<file path="config.mk">
export PLATFORM = sky130hd
export DESIGN_NAME = keypad_scanner
export DESIGN_NICKNAME = d
export VERILOG_FILES = /design/src/rtl/keypad_scanner.sv
export SDC_FILE = /design/constraint.sdc
export NUM_CORES = 1
export LEC_CHECK = 0
export CAP_MARGIN = 20
export CORE_MARGIN = 10
export CORE_UTILIZATION = 30
export CTS_CLUSTER_DIAMETER = 60
export CTS_CLUSTER_SIZE = 25
export DETAILED_ROUTE_END_ITERATION = 12
export HOLD_SLACK_MARGIN = 0.1
export PLACE_DENSITY = 0.54
export SLEW_MARGIN = 20
export SYNTH_ARGS = -nofsm -noshare
export SYNTH_HDL_FRONTEND = slang
export SYNTH_SLANG_ARGS = --single-unit
</file>
<file path="constraint.sdc">
create_clock -name clk -period 6.4 [get_ports clk]
set_clock_uncertainty 0.05 [all_clocks]
set_input_delay 1.92 -clock clk [delete_from_list [all_inputs] [get_ports clk]]
set_output_delay 1.92 -clock clk [all_outputs]
set_load 0.02 [all_outputs]
</file>
<file path="src/rtl/keypad_scanner.sv">
// keypad_scanner
//  Scans a 4x4 active-low matrix keypad one column at a time and debounces
//  the result. It gives the game control FSM a held key code and a one-cycle
//  confirm strobe.
//  Positions 0..14 map to key codes 1..15. Position 15 (row3,col3) is the
//  CONFIRM key: it raises held and pulses c, but never shows up on key.
//
// Parameters
//  SCAN_DIV        clk cycles each column is driven (>=4, leaves room for
//                  the 2-flop row synchronizer to settle)
//  DEBOUNCE_SCANS  consecutive identical full scans needed to commit (1..15)
//
// Ports
//  clk    in   1  clock
//  rst    in   1  synchronous active-high reset
//  row_n  in   4  keypad rows, active-low, asynchronous to clk
//  col_n  out  4  column drive, active-low, one-hot low
//  key    out  4  debounced key code 1..15, 0 = none or CONFIRM
//  c      out  1  one-cycle pulse when a CONFIRM press is committed
//  held   out  1  high while any debounced key is held, CONFIRM included
module keypad_scanner #(
   parameter int SCAN_DIV       = 4,
   parameter int DEBOUNCE_SCANS = 3
) (
   input  logic       clk,
   input  logic       rst,
   input  logic [3:0] row_n,
   output logic [3:0] col_n,
   output logic [3:0] key,
   output logic       c,
   output logic       held
);

   localparam int          DIV_W    = $clog2(SCAN_DIV);
   localparam logic [DIV_W-1:0] DIV_LAST = DIV_W'(SCAN_DIV - 1);
   // Position codes are 0..15; 16 stands for "nothing pressed".
   localparam logic [4:0]  NONE     = 5'd16;
   localparam logic [4:0]  CONFIRM  = 5'd15;

   logic [DIV_W-1:0] div_q, div_d;
   logic [1:0]       col_q, col_d;
   logic [3:0]       row_s1_q, row_s1_d;
   logic [3:0]       row_s2_q, row_s2_d;
   logic [15:0]      press_q, press_d;
   logic [4:0]       cand_q, cand_d;
   logic [4:0]       stable_q, stable_d;
   logic [3:0]       cnt_q, cnt_d;
   logic [3:0]       key_q, key_d;
   logic             held_q, held_d;
   logic             c_q, c_d;

   logic             sample;
   logic             scan_end;
   logic [15:0]      scan_bits;
   logic [4:0]       raw;

   // All state registers; the rows are held at "released" during reset so
   // the first scan after reset never sees a phantom press.
   always_ff @(posedge clk) begin
      if (rst) begin
         div_q    <= '0;
         col_q    <= '0;
         row_s1_q <= 4'hF;
         row_s2_q <= 4'hF;
         press_q  <= '0;
         cand_q   <= NONE;
         stable_q <= NONE;
         cnt_q    <= '0;
         key_q    <= '0;
         held_q   <= 1'b0;
         c_q      <= 1'b0;
      end else begin
         div_q    <= div_d;
         col_q    <= col_d;
         row_s1_q <= row_s1_d;
         row_s2_q <= row_s2_d;
         press_q  <= press_d;
         cand_q   <= cand_d;
         stable_q <= stable_d;
         cnt_q    <= cnt_d;
         key_q    <= key_d;
         held_q   <= held_d;
         c_q      <= c_d;
      end
   end

   // Column timing, row sampling and the raw scan result. The rows are sampled
   // on the last cycle of each column window. The column-3 rows are merged
   // straight into scan_bits, so the scan-end edge sees the complete matrix.
   always_comb begin
      sample   = (div_q == DIV_LAST);
      scan_end = sample && (col_q == 2'd3);

      row_s1_d = row_n;
      row_s2_d = row_s1_q;

      if (sample) begin
         div_d = '0;
         col_d = col_q + 2'd1;
      end else begin
         div_d = div_q + DIV_W'(1);
         col_d = col_q;
      end

      scan_bits = press_q;
      if (sample) begin
         for (int r = 0; r < 4; r++) begin
            scan_bits[{2'(r), col_q}] = ~row_s2_q[r];
         end
      end

      if (scan_end) begin
         press_d = '0;
      end else begin
         press_d = scan_bits;
      end

      // The loop runs downward, so the lowest pressed index is written last and wins.
      raw = NONE;
      for (int i = 15; i >= 0; i--) begin
         if (scan_bits[i]) begin
            raw = 5'(i);
         end
      end
   end

   // Debounce and output update. A change needs DEBOUNCE_SCANS identical
   // scans in a row before it commits. The outputs are computed from the
   // committing value on the same edge, so key moves straight from one code
   // to another without passing through 0. c fires only on a commit into
   // CONFIRM. A commit needs cand != stable, so holding CONFIRM never repeats c.
   always_comb begin
      cand_d   = cand_q;
      cnt_d    = cnt_q;
      stable_d = stable_q;
      key_d    = key_q;
      held_d   = held_q;
      c_d      = 1'b0;

      if (scan_end) begin
         if (raw == cand_q) begin
            cnt_d = (cnt_q == 4'hF) ? cnt_q : cnt_q + 4'd1;
         end else begin
            cand_d = raw;
            cnt_d  = 4'd1;
         end

         if ((cnt_d >= 4'(DEBOUNCE_SCANS)) && (cand_d != stable_q)) begin
            stable_d = cand_d;
            key_d    = (cand_d < CONFIRM) ? (cand_d[3:0] + 4'd1) : 4'd0;
            held_d   = (cand_d != NONE);
            c_d      = (cand_d == CONFIRM);
         end
      end
   end

   assign col_n = ~(4'b0001 << col_q);
   assign key   = key_q;
   assign held  = held_q;
   assign c     = c_q;

endmodule

</file>
Word level (Yosys, flattened, before mapping):

Cells that the tools add are included.

* bits in registers: 48
* input port bits: 6
* output and inout bits: 10
* logic and storage cells: 85

* add/subtract/negate cells: 4
* order comparisons: 10
* equal/unequal tests: 7
* shifts and indexed selects: 1
* multiplexer cells: 35
* bitwise gates (word level): 7
* reductions and logical operators: 10

Operators by type and width (number)
* 2-to-1 mux 5 bit: 18
* bitwise mux 16 bit: 4
* 2-to-1 mux 16 bit: 1
* 2-to-1 mux 4 bit: 4
* less-than comparator 4 x 5 -> 1 bit, second input constant: 2
* adder 4 x 1 -> 4 bit, second input constant: 2
* demux 1 bit (select 2 bit): 4
* greater-or-equal comparator 4 x 1 -> 1 bit, second input constant: 2
* logical AND 1 bit: 6
* inverter 1 bit: 6
* equality test 5 x 4 -> 1 bit, second input constant: 1
* equality test 5 bit: 1
* less-than comparator 2 x 5 -> 1 bit, second input constant: 1
* less-than comparator 3 x 5 -> 1 bit, second input constant: 1
* less-than comparator 5 x 4 -> 1 bit, second input constant: 1
* != test 5 bit: 1
* != test 5 bit, second input constant: 1
* adder 2 x 1 -> 2 bit, second input constant: 2
* equality test 2 bit, second input constant: 2
* equality test 4 bit, second input constant: 1
* greater-or-equal comparator 4 x 2 -> 1 bit, second input constant: 1
* 2-to-1 mux 1 bit: 4
* inverter 4 bit: 1
* OR reduction 2 bit: 2
* other kinds (5): 5

Depth between registers and ports, before layout:

Gate-level depths: netlist (run 1).

* word-level depth: 32
* gate-level depth with buffers: 14
* gate-level depth less buffers: 13

Least setup slack after synthesis (run 1):

Ideal clock, no wire load.

* kind: register to register
* start: register col_q[0]
* end: register key_q[2] (netlist: key[2])
* setup time: 69 ps
* arrival: 3037 ps
* data required time: 6281 ps
* path slack: 3244 ps
* cell stages (with the launch flop): 13
* path buffers: 1
* period minus slack after synthesis: 3156 ps
* cells stage by stage: dfxtp_1 inv_1 ha_1 o21a_1 buf_2 o32a_1 a211oi_2 nor2_1 o31a_1 o32ai_4 o2111ai_4 or4_1 o21ai_1

* longest elaborated chain between the ends: 28
* elaborated cells between the ends (all ways): 55
* classes of those cells: 1 x add/sub; 10 x order compare; 3 x eq/ne; 34 x mux; 7 x reduce/logical

RTL lines
* from (decl): line 41 `logic [1:0] col_q, col_d;`
* from (signal assigned): line 74 `col_q <= col_d;`
* less-than comparator 4 x 5 -> 1 bit (implied by the code) / greater-or-equal comparator 4 x 1 -> 1 bit (equally long branches): line 108 `scan_bits[{2'(r), col_q}] = ~row_s2_q[r];`
* logical AND 1 bit (implied by the code): line 108
* 2-to-1 mux 1 bit (implied by the code): line 108
* demux 1 bit (select 2 bit): line 108
* bitwise mux 16 bit: line 108
* 2-to-1 mux 16 bit: line 106 `if (sample) begin`
* 2-to-1 mux 5 bit (16 in series): line 121 `if (scan_bits[i]) begin`
* equality test 5 bit: line 141 `if (raw == cand_q) begin`
* 2-to-1 mux 4 bit / 2-to-1 mux 5 bit (equally long branches): line 141
* 2-to-1 mux 4 bit / 2-to-1 mux 5 bit (equally long branches): line 140 `if (scan_end) begin`
* greater-or-equal comparator 4 x 2 -> 1 bit / != test 5 bit (equally long branches): line 148 `if ((cnt_d >= 4'(DEBOUNCE_SCANS)) && (cand_d != stable_q)) begin`
* logical AND 1 bit: line 148
* AND reduction 2 bit (no line)
* to (signal assigned): line 81 `key_q <= key_d;`
* to (decl): line 48 `logic [3:0] key_q, key_d;`

Parallel ways exist; a longest one is shown, timed or not. The select of a mux whose other input is x is not followed.
A chain may end at the register's enable or synchronous reset.

Worst setup path after layout (run 1):

* start: register col_q[0]
* end: output port col_n[2]

* longest elaborated chain between the ends: 2

RTL lines
* << shifter 1 x 2 -> 4 bit: line 157 `assign col_n = ~(4'b0001 << col_q);`
* inverter 4 bit: line 157
* to (decl): line 28 `output logic [3:0] col_n,`

No other way between the ends.

==> impl_results.html, run 1 <==
<table>
<tr><th>Metric</th><th>Value</th></tr>
<tr><th colspan="2">Worst setup path</th></tr>
<tr><td>Critical Path End Type</td><td>primary output</td></tr>
<tr><td>Critical R2R Launch</td><td>div_q[0]</td></tr>
<tr><td>Cell with the largest stage delay on the worst path</td><td>sky130_fd_sc_hd__clkdlybuf4s50_1</td></tr>
<tr><td>Data arrival time of the worst path</td><td>1.91 ns</td></tr>
<tr><td>Crit path largest cell delay</td><td>roughly 0.6 ns</td></tr>
<tr><td>Worst flop-to-flop path endpoint</td><td>key[2]</td></tr>
<tr><td>Worst setup SP type</td><td>flip-flop</td></tr>
<tr><td>Register-to-register setup slack</td><td>around 2.6 ns</td></tr>
<tr><td>Capturing instance or port of the critical path</td><td>col_n[2]</td></tr>
<tr><td>Highest net fanout along the worst path</td><td>14</td></tr>
<tr><td>Depth of the worst register-to-register path</td><td>11</td></tr>
<tr><td>Endpoint required time on the critical path</td><td>4.43 ns</td></tr>
<tr><td>Most used cell along the critical path</td><td>sky130_fd_sc_hd__inv_1</td></tr>
<tr><td>Worst setup path startpoint</td><td>col_q[0]</td></tr>
<tr><td>Type of the worst setup path</td><td>reg -&gt; out</td></tr>
<tr><td>Critical Path, Cell by Cell</td><td>inv_1 -&gt; ha_1 -&gt; inv_1 -&gt; clkdlybuf4s50_1</td></tr>
<tr><th colspan="2">Run</th></tr>
<tr><td>MaxCap Viol Count</td><td>0</td></tr>
<tr><th colspan="2">Final layout</th></tr>
<tr><td>Area overhead of the layout relative to synthesis</td><td>12.6%</td></tr>
<tr><td>Diode count</td><td>0</td></tr>
<tr><td>Layout cell share with drive strength beyond 1</td><td>around a tenth</td></tr>
<tr><td>Most common library cell in the layout ignoring fill and taps</td><td>sky130_fd_sc_hd__dfxtp_1</td></tr>
<tr><td>Layout fillers</td><td>about 890</td></tr>
<tr><td>Cell area after layout</td><td>between 0.003 and 0.004 sq mm</td></tr>
<tr><td>Number of standard cells in the final layout excluding fillers</td><td>440</td></tr>
<tr><td>NumNets Final</td><td>345</td></tr>
<tr><td>Commonest cells after routing, fill and taps aside</td><td>sky130_fd_sc_hd__dfxtp_1, sky130_fd_sc_hd__nor2_1, sky130_fd_sc_hd__nand2_1, sky130_fd_sc_hd__a21oi_1, sky130_fd_sc_hd__o21ai_0</td></tr>
<tr><th colspan="2">Yosys</th></tr>
<tr><td>Synthesized flop and latch total</td><td>48</td></tr>
<tr><td>Top flip-flop cell by instance count after synthesis</td><td>sky130_fd_sc_hd__dfxtp_1</td></tr>
<tr><td>Synthesis warning total</td><td>0</td></tr>
<tr><td>Net count after synthesis</td><td>338</td></tr>
<tr><td>Count of flip-flops with a built-in enable after synthesis</td><td>0</td></tr>
<tr><td>Yosys cell types</td><td>59</td></tr>
<tr><td>Post-synthesis area per instance</td><td>approximately 8.4 sq um</td></tr>
<tr><td>Async S/R FF share, synth</td><td>0%</td></tr>
<tr><td>Share of the yosys chip area belonging to registers</td><td>about a third</td></tr>
<tr><td>Post-synthesis cell count</td><td>324</td></tr>
<tr><td>Summed instance area of the synthesized netlist</td><td>between 0.002 and 0.003 sq mm</td></tr>
<tr><th colspan="2">Placement</th></tr>
<tr><td>Instance area after placement</td><td>roughly 0.0029 sq mm</td></tr>
<tr><td>DP HPWL</td><td>5.00 mm</td></tr>
<tr><td>Setup WS pre-CTS</td><td>roughly 2.6 ns</td></tr>
<tr><td>Final GP Congestion</td><td>0.851</td></tr>
<tr><td>Number of placed cells counting well taps</td><td>between 400 and 500</td></tr>
<tr><td>Number of buffers inserted by port buffering</td><td>15</td></tr>
<tr><th colspan="2">STA</th></tr>
<tr><td>Hold Fails Final Rpt</td><td>0</td></tr>
<tr><td>Final Max Slew Viols</td><td>0</td></tr>
<tr><td>Final setup violation count</td><td>0</td></tr>
<tr><td>Slew headroom</td><td>46.6%</td></tr>
<tr><td>Final critical-path share of the clock period</td><td>between 60% and 70%</td></tr>
<tr><td>RSZ-0062 raised after global routing</td><td>false</td></tr>
<tr><td>Setup TNS Final</td><td>0 ns</td></tr>
<tr><td>Final period demand of the worst path</td><td>3.88 ns</td></tr>
<tr><td>Transition at the pin with the smallest max-transition slack</td><td>around 0.8 ns</td></tr>
<tr><td>Maximum frequency from static timing analysis</td><td>about 260 MHz</td></tr>
<tr><td>Hold slack final</td><td>0.365 ns</td></tr>
<tr><td>Minimum setup slack in the final design</td><td>~2.5 ns</td></tr>
<tr><th colspan="2">Power and ir drop</th></tr>
<tr><td>Largest vdd supply drop</td><td>0.0000934 V</td></tr>
<tr><td>Leakage power summed over all cells</td><td>1.05 nW</td></tr>
<tr><td>Pwr per Cell Area</td><td>approximately 210 mW/mm^2</td></tr>
<tr><th colspan="2">Clocking</th></tr>
<tr><td>Maximum number of buffers from clock root to sink</td><td>2</td></tr>
<tr><td>Root Driver</td><td>sky130_fd_sc_hd__clkbuf_8</td></tr>
<tr><td>Post-cts gate resize count</td><td>0</td></tr>
<tr><td>Worst-Skew Late Latency</td><td>0.31 ns</td></tr>
<tr><td>CTS buffer count</td><td>5</td></tr>
<tr><td>Hold Buf Count CTS</td><td>0</td></tr>
<tr><td>CTS tree</td><td>yes</td></tr>
<tr><td>TritonCTS Sinks</td><td>48</td></tr>
<tr><td>Post CTS Setup Buffer Count</td><td>0</td></tr>
<tr><td>H-tree depth</td><td>2</td></tr>
<tr><td>Reg clk slew, reported paths</td><td>~0.09 ns</td></tr>
<tr><th colspan="2">Routing</th></tr>
<tr><td>Initial DRC count</td><td>~170</td></tr>
<tr><td>First drt pass iteration count</td><td>4</td></tr>
<tr><td>DRT Wirelength</td><td>a little under 7 mm</td></tr>
<tr><td>Routed wire per std cell</td><td>approximately 15 um</td></tr>
<tr><td>Antenna-violating nets left</td><td>0</td></tr>
<tr><td>DR DRC count</td><td>0</td></tr>
<tr><td>Post-DR vias/cell</td><td>~5.6</td></tr>
<tr><td>DR vias</td><td>about 2500</td></tr>
<tr><th colspan="2">Die</th></tr>
<tr><td>Chip width</td><td>around 120 um</td></tr>
<tr><td>Die area</td><td>0.0133 sq mm</td></tr>
<tr><td>Starting density of the core</td><td>between 30% and 40%</td></tr>
<tr><td>Standard cell core area</td><td>0.00881 sq mm</td></tr>
<tr><td>Count of pins on the block boundary</td><td>16</td></tr>
<tr><td>Row Count</td><td>34</td></tr>
<tr><td>Overall die height</td><td>115 um</td></tr>
<tr><th colspan="2">GRT</th></tr>
<tr><td>Overflow left after global routing</td><td>0</td></tr>
<tr><td>Global-route wire length before repair</td><td>about 11 mm</td></tr>
<tr><td>Number of global-route vias before repair</td><td>2271</td></tr>
<tr><td>Largest net degree at the start of global routing</td><td>29</td></tr>
<tr><td>Number of antenna violations at the first check in global routing</td><td>0</td></tr>
<tr><td>Total GRT Usage</td><td>approximately a tenth</td></tr>
<tr><th colspan="2">Hold path</th></tr>
<tr><td>Worst hold path class</td><td>reg -&gt; reg</td></tr>
<tr><th colspan="2">Outcome</th></tr>
<tr><td>Result of the run</td><td>complete, no violations</td></tr>
</table>
==> layout make-up <==
| class | count | area [sq um] | area share (%) |
|---|---|---|---|
| multi-input cells | 245 | 1640 | 53.4 |
| clock inverters | 2 | 38.8 | 1.26 |
| inverters | 15 | 56.3 | 1.83 |
| flip-flops and latches | 48 | 961 | 31.3 |
| well taps | 108 | 135 | 4.40 |
| repair buffers | 16 | 158 | 5.13 |
| clock buffers | 6 | 82.6 | 2.69 |
==> layer usage <==
layer	global-route usage, %	up-vias	wire length (um)	part of all wire, %
met5	0	-	0	0
met4	3.21	0	80	1.2
met1	13.8	1171	3240	48
li1	-	1223	-	-
met2	15.9	58	3080	45
met3	2.29	6	392	5.8
==> flip-flops by register name, indices dropped and copies added, names as in the netlist <==
signal,flops
press_q,16
row_s1_q,4
col_q,2
cnt_q,4
key,4
cand_q,5
row_s2_q,4
stable_q,5
div_q,2
held,1
c,1
==> metrics by stage <==
| stage | total power [mW] | util (%) |
|---|---|---|
| 6_report | 0.635 | 34.9 |
| 5_1_grt | 0.661 | 34.9 |
| 4_1_cts | 0.641 | 34.9 |
| 3_5_place_dp | 0.405 | 33.5 |
| 3_3_place_gp | 0.405 | 33.5 |
| 2_1_floorplan | 0.382 | - |
==> how the worst min path moves through the flow <==
stage                        to  slack, ns   startpoint  cells after the start
floorplan           row_s2_q[0]       0.34  row_s1_q[0]                      1
global placement    row_s2_q[1]       0.34  row_s1_q[1]                      1
detailed placement  row_s2_q[1]       0.34  row_s1_q[1]                      1
CTS                 row_s2_q[0]       0.37  row_s1_q[0]                      1
global route        row_s2_q[3]       0.39  row_s1_q[3]                      1
finish              row_s2_q[2]       0.36  row_s1_q[2]                      1
==> critical path, delay by kind of cell (launching register included) <==
| family | cells | cell delay (ns) |
|---|---|---|
| flops | 1 | 0.40 |
| fa+ha+maj | 1 | 0.37 |
| buf+inv | 3 | 0.84 |
==> synthesized netlist by cell type (all sizes together), types with 2 or more instances <==
library cell | number | area share [%]
o311ai | 3 | 0.96
o32ai | 10 | 4.2
a2bb2oi | 9 | 2.9
o32a | 6 | 2.2
and2 | 2 | 0.46
a311oi | 2 | 0.64
or4 | 4 | 1.1
xnor2 | 2 | 0.64
o211ai | 3 | 0.83
and3 | 6 | 1.4
dfxtp | 48 | 35
mux2i | 4 | 1.5
nand4 | 7 | 1.6
nor2b | 3 | 0.69
nor3b | 4 | 1.1
or2 | 10 | 2.3
buf | 10 | 1.8
a31o | 4 | 1.3
o21ai | 24 | 4.5
nand2 | 26 | 3.6
nor4b | 3 | 0.96
xor2 | 2 | 0.92
a221oi | 2 | 0.87
nand2b | 11 | 2.5
a211oi | 5 | 1.7
ha | 8 | 3.7
a21oi | 23 | 4.2
nor2 | 31 | 4.3
o2111ai | 3 | 1.6
and4b | 3 | 1.1
clkbuf | 6 | 0.83
inv | 15 | 2.1
nand3 | 7 | 1.3
o21a | 4 | 1.1
nor3 | 2 | 0.37
==> cells by family (layout without fill, tap and decap cells) <==
logic type,after synthesis,count (layout),share of synthesized area [%]
simple gates,122,122,23.5
flops,48,48,35.2
buf+inv,31,39,4.68
fa+ha+maj,8,8,3.67
mux,5,5,1.88
compound gates,106,106,29.5
xor+xnor,4,4,1.56
==> power breakdown <==
| group | switching, mW | internal [mW] | leakage (nW) |
|---|---|---|---|
| clock network | 0.109 | 0.128 | 0.0614 |
| registers | 0.00475 | 0.304 | 0.389 |
| logic | 0.0547 | 0.0351 | 0.598 |
Power figures use the tool's default switching activity.
==> inputs of run 2 (changes only) <==
==> constraint.sdc (replaced) <==
create_clock -name clk -period 3.7 [get_ports clk]
set_clock_uncertainty 0.05 [all_clocks]
set_input_delay 1.11 -clock clk [delete_from_list [all_inputs] [get_ports clk]]
set_output_delay 1.11 -clock clk [all_outputs]
set_load 0.02 [all_outputs]
==> run 2 against run 1 <==
  * Critical path depth grew 6
  * Non-clock buffer count grew 17
  * Die area is the same
  * Setup slack lost 2.3 ns
  * Combinational power grew 98%
  * Critical path type is now reg -> reg
  * Register-to-register slack lost 2.4 ns
  * Sequential cell count is the same
  * Global-route usage grew 0.35 points
  * First-iteration DRC count shrank 21%
  * Largest cell class unchanged
  * Final area grew 4.7%
  * Total power grew 76%
==> impl_results.html, run 2 (synthesized netlist as in run 1, its figures left out) <==
<table>
<tr><th>Metric</th><th>Value</th></tr>
<tr><th colspan="2">Clocking</th></tr>
<tr><td>TritonCTS Sinks</td><td>48</td></tr>
<tr><td>Maximum number of buffers from clock root to sink</td><td>2</td></tr>
<tr><td>CTS tree</td><td>yes</td></tr>
<tr><td>CTS buffer count</td><td>5</td></tr>
<tr><td>Worst-Skew Late Latency</td><td>roughly 0.30 ns</td></tr>
<tr><td>Reg clk slew, reported paths</td><td>0.10 ns</td></tr>
<tr><td>H-tree depth</td><td>2</td></tr>
<tr><td>Root Driver</td><td>sky130_fd_sc_hd__clkbuf_8</td></tr>
<tr><td>Hold Buf Count CTS</td><td>0</td></tr>
<tr><th colspan="2">GRT</th></tr>
<tr><td>Number of global-route vias before repair</td><td>2338</td></tr>
<tr><td>Total GRT Usage</td><td>a little over a tenth</td></tr>
<tr><td>Overflow left after global routing</td><td>0</td></tr>
<tr><td>Number of antenna violations at the first check in global routing</td><td>0</td></tr>
<tr><td>Largest net degree at the start of global routing</td><td>22</td></tr>
<tr><td>Global-route wire length before repair</td><td>roughly 12 mm</td></tr>
<tr><th colspan="2">Worst setup path</th></tr>
<tr><td>Worst setup SP type</td><td>flip-flop</td></tr>
<tr><td>Highest net fanout along the worst path</td><td>11</td></tr>
<tr><td>Endpoint required time on the critical path</td><td>around 4 ns</td></tr>
<tr><td>Depth of the worst register-to-register path</td><td>10</td></tr>
<tr><td>Critical R2R Launch</td><td>col_q[0]</td></tr>
<tr><td>Worst setup path startpoint</td><td>col_q[0]</td></tr>
<tr><td>Register-to-register setup slack</td><td>approximately 0.19 ns</td></tr>
<tr><td>Worst flop-to-flop path endpoint</td><td>key[1]</td></tr>
<tr><td>Type of the worst setup path</td><td>reg -&gt; reg</td></tr>
<tr><td>Data arrival time of the worst path</td><td>about 3.7 ns</td></tr>
<tr><td>Critical Path End Type</td><td>flip-flop</td></tr>
<tr><td>Capturing instance or port of the critical path</td><td>key[1]</td></tr>
<tr><th colspan="2">STA</th></tr>
<tr><td>Final critical-path share of the clock period</td><td>94.9%</td></tr>
<tr><td>Final period demand of the worst path</td><td>3.51 ns</td></tr>
<tr><td>Final setup violation count</td><td>0</td></tr>
<tr><td>Transition at the pin with the smallest max-transition slack</td><td>between 0.5 and 0.6 ns</td></tr>
<tr><td>Hold Fails Final Rpt</td><td>0</td></tr>
<tr><td>Final Max Slew Viols</td><td>0</td></tr>
<tr><td>Hold slack final</td><td>around 0.37 ns</td></tr>
<tr><td>Slew headroom</td><td>about 66%</td></tr>
<tr><td>Maximum frequency from static timing analysis</td><td>approximately 280 MHz</td></tr>
<tr><td>Setup TNS Final</td><td>0 ns</td></tr>
<tr><th colspan="2">Power and ir drop</th></tr>
<tr><td>Pwr per Cell Area</td><td>347 mW/mm^2</td></tr>
<tr><td>Leakage power summed over all cells</td><td>1.13 nW</td></tr>
<tr><td>Largest vdd supply drop</td><td>between 0.00015 and 0.0002 V</td></tr>
<tr><th colspan="2">Final layout</th></tr>
<tr><td>Number of flip-flops under the largest register name</td><td>16</td></tr>
<tr><td>Layout fillers</td><td>between 800 and 900</td></tr>
<tr><td>NumNets Final</td><td>around 360</td></tr>
<tr><td>Diode count</td><td>0</td></tr>
<tr><td>Most common library cell in the layout ignoring fill and taps</td><td>sky130_fd_sc_hd__dfxtp_1</td></tr>
<tr><td>Layout cell share with drive strength beyond 1</td><td>15.2%</td></tr>
<tr><td>Largest regs</td><td>press_q: 16 flops, cand_q: 5 flops, stable_q: 5 flops</td></tr>
<tr><td>Commonest cells after routing, fill and taps aside</td><td>sky130_fd_sc_hd__dfxtp_1, sky130_fd_sc_hd__nor2_1, sky130_fd_sc_hd__nand2_1, sky130_fd_sc_hd__a21oi_1, sky130_fd_sc_hd__o21ai_0</td></tr>
<tr><td>Register containing the most flip-flops in the final layout</td><td>press_q</td></tr>
<tr><td>Area overhead of the layout relative to synthesis</td><td>17.9%</td></tr>
<tr><th colspan="2">Routing</th></tr>
<tr><td>Antenna-violating nets left</td><td>0</td></tr>
<tr><td>DRT Wirelength</td><td>roughly 7 mm</td></tr>
<tr><td>Post-DR vias/cell</td><td>around 5.5</td></tr>
<tr><td>First drt pass iteration count</td><td>5</td></tr>
<tr><td>DR vias</td><td>roughly 2500</td></tr>
<tr><td>Routed wire per std cell</td><td>15.3 um</td></tr>
<tr><td>Initial DRC count</td><td>135</td></tr>
<tr><td>DR DRC count</td><td>0</td></tr>
<tr><th colspan="2">Run</th></tr>
<tr><td>MaxCap Viol Count</td><td>0</td></tr>
<tr><th colspan="2">Die</th></tr>
<tr><td>Starting density of the core</td><td>between 30 and 40%</td></tr>
<tr><td>Count of pins on the block boundary</td><td>16</td></tr>
<tr><td>Standard cell core area</td><td>0.00881 sq mm</td></tr>
<tr><td>Row Count</td><td>34</td></tr>
<tr><td>Chip width</td><td>about 120 um</td></tr>
<tr><td>Overall die height</td><td>approximately 120 um</td></tr>
<tr><td>Die area</td><td>roughly 0.013 sq mm</td></tr>
<tr><th colspan="2">Placement</th></tr>
<tr><td>Final GP Congestion</td><td>0.861</td></tr>
<tr><td>DP HPWL</td><td>roughly 5.3 mm</td></tr>
<tr><td>Number of buffers inserted by port buffering</td><td>15</td></tr>
<tr><th colspan="2">Outcome</th></tr>
<tr><td>Result of the run</td><td>complete, no violations</td></tr>
<tr><th colspan="2">Hold path</th></tr>
<tr><td>Worst hold path class</td><td>reg -&gt; reg</td></tr>
</table>
run 2: timing repair:
| item | 4_1_cts | 5_1_grt |
|---|---|---|
| buffers inserted | 0 | 2 |
| resized for setup | 0 | 3 |
| setup endpoints to repair | 0 | 9 |
| hold endpoints to repair | 0 | 0 |
run 2: metrics by stage:
stage	total power [mW]	instances	setup WS (ns)	instance area (sq um)	util, %
2_1_floorplan	0.661	324	0.544	2730	-
3_5_place_dp	0.717	447	0.142	3060	34.8
5_1_grt	1.17	457	-0.00898	3220	36.5
4_1_cts	1.12	455	0.112	3180	36.1
6_report	1.11	457	0.190	3220	36.5
3_3_place_gp	0.716	447	0.132	3060	34.8
run 2: final cells by class:
| type | count | area (sq um) | area share, % |
|---|---|---|---|
| clock buffers | 6 | 82.6 | 2.57 |
| clock inverters | 2 | 38.8 | 1.21 |
| inverters | 15 | 56.3 | 1.75 |
| multi-input cells | 245 | 1660 | 51.5 |
| flip-flops and latches | 48 | 961 | 29.9 |
| well taps | 108 | 135 | 4.20 |
| repair buffers | 33 | 285 | 8.87 |
run 2: worst min path at each step:
stage | startpoint | end | slack [ns] | cells after the start
6_report | row_s1_q[1] | row_s2_q[1] | 0.37 | 1
5_1_grt | row_s1_q[1] | row_s2_q[1] | 0.38 | 1
4_1_cts | row_s1_q[3] | row_s2_q[3] | 0.37 | 1
3_5_place_dp | row_s1_q[3] | row_s2_q[3] | 0.35 | 1
3_3_place_gp | row_s1_q[3] | row_s2_q[3] | 0.34 | 1
2_1_floorplan | row_s1_q[0] | row_s2_q[0] | 0.34 | 1
run 2: per-layer routing:
layer  global-route usage (%)  vias up  routed length, um
li1                         -     1256                  -
met1                     14.9     1220               3520
met2                     16.4       46               3180
met3                     1.82        2                264
met4                     2.62        0                 37
met5                        0        -                  0
run 2: where the power goes:
group / leakage [nW] / switching (mW) / internal (mW)
Combinational: 0.682 / 0.0981 / 0.0799
Sequential: 0.389 / 0.00907 / 0.525
Clock: 0.0614 / 0.181 / 0.221
Total: 1.13 / 0.288 / 0.826
run 2: critical path: stages (launching register included):
cell	delay, ns
sky130_fd_sc_hd__dfxtp_1	0.36
sky130_fd_sc_hd__ha_1	0.33
sky130_fd_sc_hd__o21a_1	0.33
sky130_fd_sc_hd__o32a_1	0.38
sky130_fd_sc_hd__a211oi_2	0.27
sky130_fd_sc_hd__nor2_1	0.14
sky130_fd_sc_hd__o31a_1	0.36
sky130_fd_sc_hd__o32ai_4	0.31
sky130_fd_sc_hd__o2111ai_4	0.24
sky130_fd_sc_hd__or4_1	0.57
sky130_fd_sc_hd__o21ai_1	0.09
